## src/rtl/de2_115_stopwatch_ctrl_pkg.sv

```systemverilog
// Shared constants for the DE2-115 stopwatch: FSM encodings, BCD digit limits
// and the single-digit BCD step used by both the digit counters and the top.
package de2_115_stopwatch_ctrl_pkg;

  localparam logic [1:0] ST_IDLE  = 2'd0;
  localparam logic [1:0] ST_RUN   = 2'd1;
  localparam logic [1:0] ST_PAUSE = 2'd2;

  localparam logic [3:0] DIGIT_MAX9 = 4'd9;
  localparam logic [3:0] DIGIT_MAX5 = 4'd5;

  // Values at or above the limit wrap to zero, so a digit can never leave BCD range.
  function automatic logic [3:0] bcd_next(input logic [3:0] q, input logic clr,
                                          input logic inc, input logic [3:0] max);
    logic [3:0] r;
    if (clr) begin
      r = 4'd0;
    end else if (inc) begin
      r = (q >= max) ? 4'd0 : q + 4'd1;
    end else begin
      r = q;
    end
    return r;
  endfunction

endpackage

```

## src/rtl/de2_115_stopwatch_ctrl_bcd_digit.sv

```systemverilog
// One BCD digit of the stopwatch count; carry requests an increment of the
// next digit in the same edge.
module de2_115_bcd_digit
  import de2_115_stopwatch_ctrl_pkg::*;
#(
  parameter logic [3:0] MAX = DIGIT_MAX9
) (
  input  logic       clk,
  input  logic       rst_n,
  input  logic       clr,
  input  logic       inc,
  output logic [3:0] q,
  output logic       carry
);

  logic [3:0] q_r;

  // Digit register with synchronous reset.
  always_ff @(posedge clk) begin
    if (!rst_n) begin
      q_r <= 4'd0;
    end else begin
      q_r <= bcd_next(q_r, clr, inc, MAX);
    end
  end

  assign q     = q_r;
  assign carry = inc && (q_r == MAX);

endmodule

```

## src/rtl/de2_115_stopwatch_ctrl.sv

```systemverilog
// Stopwatch sequencer: START/STOP/LAP/CLEAR FSM, tick prescaler, 8-digit
// HH:MM:SS.cc BCD count, lap latch and registered display/status outputs.
module de2_115_stopwatch_ctrl
  import de2_115_stopwatch_ctrl_pkg::*;
#(
  parameter int CLK_HZ  = 50000000,
  parameter int TICK_HZ = 100
) (
  input  logic        clk,
  input  logic        rst_n,
  input  logic        start_stop,
  input  logic        lap,
  input  logic        clear,
  output logic [31:0] digits,
  output logic        running,
  output logic        lap_active,
  output logic        ovf
);

  localparam int DIV = CLK_HZ / TICK_HZ;
  localparam int PW  = $clog2(DIV);
  localparam logic [PW-1:0] PRESC_LAST = PW'(DIV - 1);

  logic [1:0]    state_r, state_s;
  logic [PW-1:0] presc_r, presc_s;
  logic [31:0]   lap_r, lap_s, digits_r, digits_s;
  logic [31:0]   count_s, count_next_s;
  logic          lap_active_r, lap_active_s, running_r, ovf_r, ovf_s;
  logic [7:0]    inc_s, carry_s;
  logic          tick_s, clr_act_s, ss_act_s, lap_act_s;

  // Effective pulse actions after priority (clear > start_stop > lap); clear is a no-op in RUN.
  always_comb begin
    tick_s    = (state_r == ST_RUN) && (presc_r == PRESC_LAST);
    clr_act_s = clear && (state_r != ST_RUN);
    ss_act_s  = start_stop && !clr_act_s;
    lap_act_s = lap && !start_stop && !clr_act_s && (state_r == ST_RUN);
  end

  assign inc_s = {carry_s[6:0], tick_s};

  genvar k;
  generate
    for (k = 0; k < 8; k++) begin : g_dig
      localparam logic [3:0] LIM = (k == 3 || k == 5) ? DIGIT_MAX5 : DIGIT_MAX9;
      de2_115_bcd_digit #(.MAX(LIM)) u_dig (
        .clk   (clk),
        .rst_n (rst_n),
        .clr   (clr_act_s),
        .inc   (inc_s[k]),
        .q     (count_s[4*k +: 4]),
        .carry (carry_s[k])
      );
      // Post-edge count, so the lap latch and display see a same-edge tick.
      assign count_next_s[4*k +: 4] = bcd_next(count_s[4*k +: 4], clr_act_s, inc_s[k], LIM);
    end
  endgenerate

  // Next-state, prescaler, lap and overflow logic.
  always_comb begin
    case (state_r)
      ST_IDLE:  state_s = ss_act_s ? ST_RUN : ST_IDLE;
      ST_RUN:   state_s = ss_act_s ? ST_PAUSE : ST_RUN;
      ST_PAUSE: state_s = clr_act_s ? ST_IDLE : (ss_act_s ? ST_RUN : ST_PAUSE);
      default:  state_s = ST_IDLE;
    endcase

    if (state_r == ST_RUN) begin
      presc_s = tick_s ? '0 : presc_r + 1'b1;
    end else if (clr_act_s || state_r == ST_IDLE) begin
      presc_s = '0;
    end else begin
      presc_s = presc_r;
    end

    lap_s        = lap_r;
    lap_active_s = lap_active_r;
    if (clr_act_s || (ss_act_s && state_r == ST_RUN)) begin
      lap_active_s = 1'b0;
    end else if (lap_act_s) begin
      if (!lap_active_r) begin
        lap_s        = count_next_s;
        lap_active_s = 1'b1;
      end else begin
        lap_active_s = 1'b0;
      end
    end else begin
      lap_active_s = lap_active_r;
    end

    if (clr_act_s) begin
      ovf_s = 1'b0;
    end else if (carry_s[7]) begin
      ovf_s = 1'b1;
    end else begin
      ovf_s = ovf_r;
    end

    digits_s = lap_active_s ? lap_s : count_next_s;
  end

  // State and output registers with synchronous reset.
  always_ff @(posedge clk) begin
    if (!rst_n) begin
      state_r      <= ST_IDLE;
      presc_r      <= '0;
      lap_r        <= 32'd0;
      lap_active_r <= 1'b0;
      running_r    <= 1'b0;
      ovf_r        <= 1'b0;
      digits_r     <= 32'd0;
    end else begin
      state_r      <= state_s;
      presc_r      <= presc_s;
      lap_r        <= lap_s;
      lap_active_r <= lap_active_s;
      running_r    <= (state_s == ST_RUN);
      ovf_r        <= ovf_s;
      digits_r     <= digits_s;
    end
  end

  assign digits     = digits_r;
  assign running    = running_r;
  assign lap_active = lap_active_r;
  assign ovf        = ovf_r;

endmodule

```

## config.mk

```make
export PLATFORM = sky130hd
export DESIGN_NAME = de2_115_stopwatch_ctrl
export DESIGN_NICKNAME = d
export VERILOG_FILES = /design/src/rtl/de2_115_stopwatch_ctrl_pkg.sv /design/src/rtl/de2_115_stopwatch_ctrl_bcd_digit.sv /design/src/rtl/de2_115_stopwatch_ctrl.sv
export SDC_FILE = /design/constraint.sdc
export NUM_CORES = 1
export LEC_CHECK = 0
export BUFFER_PORTS_ARGS = -buffer_cell sky130_fd_sc_hd__buf_4
export CORE_ASPECT_RATIO = 0.9
export CORE_MARGIN = 2
export CORE_UTILIZATION = 50
export CTS_BUF_LIST = sky130_fd_sc_hd__clkbuf_8
export DETAILED_ROUTE_END_ITERATION = 12
export GPL_ROUTABILITY_DRIVEN = 0
export PLACE_DENSITY = 0.82
export RECOVER_POWER = 25
export SLEW_MARGIN = 20
export SYNTH_ARGS = -nofsm -noshare
export SYNTH_HDL_FRONTEND = slang
export SYNTH_SLANG_ARGS = --single-unit
```

## constraint.sdc

```tcl
create_clock -name clk -period 2 [get_ports clk]
set_input_delay 0.2 -clock clk [delete_from_list [all_inputs] [get_ports clk]]
set_output_delay 0.2 -clock clk [all_outputs]
set_load 0.02 [all_outputs]
```

==> flow_summary_export.csv <==
group,metric,value,unit
clock_network,numCtsBuffers,17,
synthesis,syn_avg_cell_area,8.70,um2
clock_network,tritoncts,"built",
synthesis,netlist_instances,640,
sta,fin_skew,12.0,ps
sta,post-route-period-util,114,%
synthesis,synth.top_cell.area_share,43.1,%
min_path,hold_start,"start_stop",
routing,drtIter0Drc,907,
floorplanning,die_x,115,um
synthesis,yosysWarnings,0,
cells_and_area,syn2layout_area_growth,43.8,%
cells_and_area,fill_cells,668,
setup_path,required,2360,ps
sta,grt_setup_unrepaired,"yes",
sta,fmax,440,MHz
sta,setup-violations-final,98,
synthesis,ys_ff_latch,120,
floorplanning,io_pins,40,
synthesis,syn_area,0.00557,mm2
power_and_ir_drop,power.leakage,3.10,nW
routing,vias_per_cell,6.57,
min_path,hp-class,"in2reg",
synthesis,synth-edff-count,0,
synthesis,synth.area.top_cells,"dfxtp_1, ha_1, o21ai_0",
grt,grt_antenna_before_repair,0,
synthesis,syn-num-nets,670,
synthesis,synth-main-ff-cell,"dfxtp_1",
setup_path,startpoint,"presc_r[16]",
clock_network,numClockSinks,120,
sta,setup_tns,-9920,ps
placement,port-buffer-count,39,
setup_path,cp_data_arrival_time,2640,ps
routing,first_pass_iters,7,
sta,relSlewSlack,45.3,%
placement,dp_hpwl,10.8,mm
synthesis,synth_cell_types,68,
floorplanning,die_area,0.0120,mm2
routing,ant_nets,0,
synthesis,yosysSeqAreaShare,43.1,%
job,cap_violations,0,
power_and_ir_drop,peakVddDrop,0.525,mV
cells_and_area,final_util,73.8,%
clock_network,clockRootBuffer,"clkbuf_8",
setup_path,criticalPathCategory,"reg2reg",
synthesis,synth_area_leader_cell,"dfxtp_1",
routing,totalWireLength,21.2,mm
floorplanning,start_util,51.3,%
sta,tightestPinTransition,814,ps
sta,hold_slack,61.0,ps
setup_path,rrSetupSlack,-270,ps
floorplanning,dieHeight,104,um
placement,place_ws,-165,ps
min_path,holdPathEnd,"state_r[1]",
grt,grt_pass1_wl,27.9,mm
setup_path,reg2reg_from,"presc_r[16]",
outcome,violations,"setup timing",
clock_network,cts_buffer_depth,2,
sta,hold_violations,0,
setup_path,cp-end-kind,"flop",
min_path,min_path_cells,3,
cells_and_area,drive_gt1_share,37.0,%
cells_and_area,final_net_count,816,
clock_network,htreeDepth,4,
setup_path,ff2ff_path_depth,6,
sta,slew_viol_final,0,
power_and_ir_drop,powerDensity,619,mW/mm2
sta,fin_ws,-274,ps
setup_path,crit_path_start_kind,"flop",
floorplanning,num_rows,36,
clock_network,insertion_delay,450,ps
clock_network,cts.clk_slew.worst_paths,70,ps
outcome,outcome,"complete, but fails checks",
grt,grt_pass1_vias,5783,
cells_and_area,antenna_cells,0,
routing,wl_per_cell,22.3,um
floorplanning,fp.coreArea,0.0109,mm2
routing,num_vias,6241,
synthesis,async_flop_share,0,%
routing,drc,0,
grt,grt_max_degree,54,
grt,overflow,0,
sta,period_needed,2270,ps
grt,track_usage,29.5,%
setup_path,crit_fanout,6,
setup_path,r2r_end,"lap_r[8]",
## synth_stat cells, types with 3 or more instances
library cell / instances
and2_1: 6
and4_1: 7
o32ai_1: 4
o311ai_0: 3
and3_1: 4
nand4_1: 10
nor3_1: 15
a21oi_1: 44
or3_1: 3
a211oi_1: 5
inv_1: 28
nor4b_1: 6
nand3b_1: 3
ha_1: 25
and3b_1: 3
dfxtp_1: 120
mux2_2: 4
nor4_1: 6
a31oi_1: 13
a311oi_1: 8
nand3_1: 20
o22ai_1: 7
nand2_1: 60
nor2_1: 62
clkbuf_1: 30
mux2i_1: 13
nor2b_1: 7
o21ai_1: 4
a21boi_0: 4
o211ai_1: 3
o31ai_1: 5
a41oi_1: 6
nand4b_1: 4
o21ai_0: 49
o31a_1: 3
## worst max-delay path: stages, from the launching register on
cell      delay, ps
dfxtp_1         340
nand2_1         220
or4_4           700
buf_6           180
nor4_4          340
a21oi_2         160
a211oi_2        240
## state kept, by name (all words and copies together) (netlist names)
register	flops
digits	32
g_dig.u_dig.q	32
lap_r	32
presc_r	19
state_r	2
lap_active	1
ovf	1
running	1
## how the worst max path moves through the flow
stage,endpoint,slack [ps],cells past startpoint
global placement,digits[12],-80,5
finish,lap_r[8],-270,6
CTS,g_dig[5].u_dig.q[2],-100,10
floorplan,digits[12],-120,7
global route,lap_r[8],-340,6
detailed placement,lap_r[16],-160,8
## cell families after synthesis
family	count (synthesis)	share of synthesized area [%]
multiplexers	17	3.14
AO/OA/AOI/OAI	180	20.8
flip-flops	120	43.1
buffers and inverters	63	4.63
XOR/XNOR	1	0.157
adder cells (fa/ha/maj)	25	5.62
AND/OR/NAND/NOR	234	22.5
## metrics by stage
| stage | area [um2] | power (mW) | std cells |
|---|---|---|---|
| 4_1_cts | 7490 | 4.90 | 934 |
| 6_report | 8010 | 4.95 | 950 |
| 2_1_floorplan | 5610 | 2.57 | 640 |
| 3_5_place_dp | 6690 | 2.67 | 890 |
| 3_3_place_gp | 6690 | 2.67 | 890 |
| 5_1_grt | 8010 | 5.07 | 950 |
## layer usage
metal	vias up	wire length (um)	GRT usage, %
li1	2639	-	-
met1	2906	7560	34.8
met2	515	9750	47.6
met3	181	2210	8.62
met4	0	1640	16.4
met5	-	0	0
## repair_timing
| item | 4_1_cts | 5_1_grt |
|---|---|---|
| resized for setup | 64 | 103 |
| pin swaps | 16 | 66 |
| setup buffers | 12 | 15 |
| hold buffers | 0 | 0 |
| endpoints found under the setup margin | 70 | 106 |
| cloned | 1 | 2 |
## report_power, final
group | internal [mW] | switching (mW)
registers | 2.41 | 0.0116
clock network | 1.30 | 0.981
logic | 0.0856 | 0.166
total | 3.80 | 1.16
## layout by cell type (no fill, tap or decap), types with 7 or more instances in the layout
master      n
a21oi_1    34
a21oi_2     9
a311oi_1    8
a31oi_1    11
buf_4     125
buf_6      16
clkbuf_1   14
clkbuf_8   20
dfxtp_1   109
dfxtp_2    11
ha_1       20
inv_1      27
mux2i_4     9
nand2_1    60
nand3_1    17
nand4_1    10
nor2_1     54
nor2_2      7
nor3_1      9
nor4_4      7
o21ai_0    34
o21ai_1    15
## final cells by class
cell class | instances | area (um2) | share of cell area, %
multi-input cells | 458 | 3600 | 44.9
repair buffers | 161 | 1290 | 16.1
flip-flops and latches | 120 | 2420 | 30.2
clock buffers | 20 | 275 | 3.44
well taps | 152 | 190 | 2.37
clock inverters | 11 | 131 | 1.64
inverters | 28 | 108 | 1.34
(Power assumes the default switching activity.)
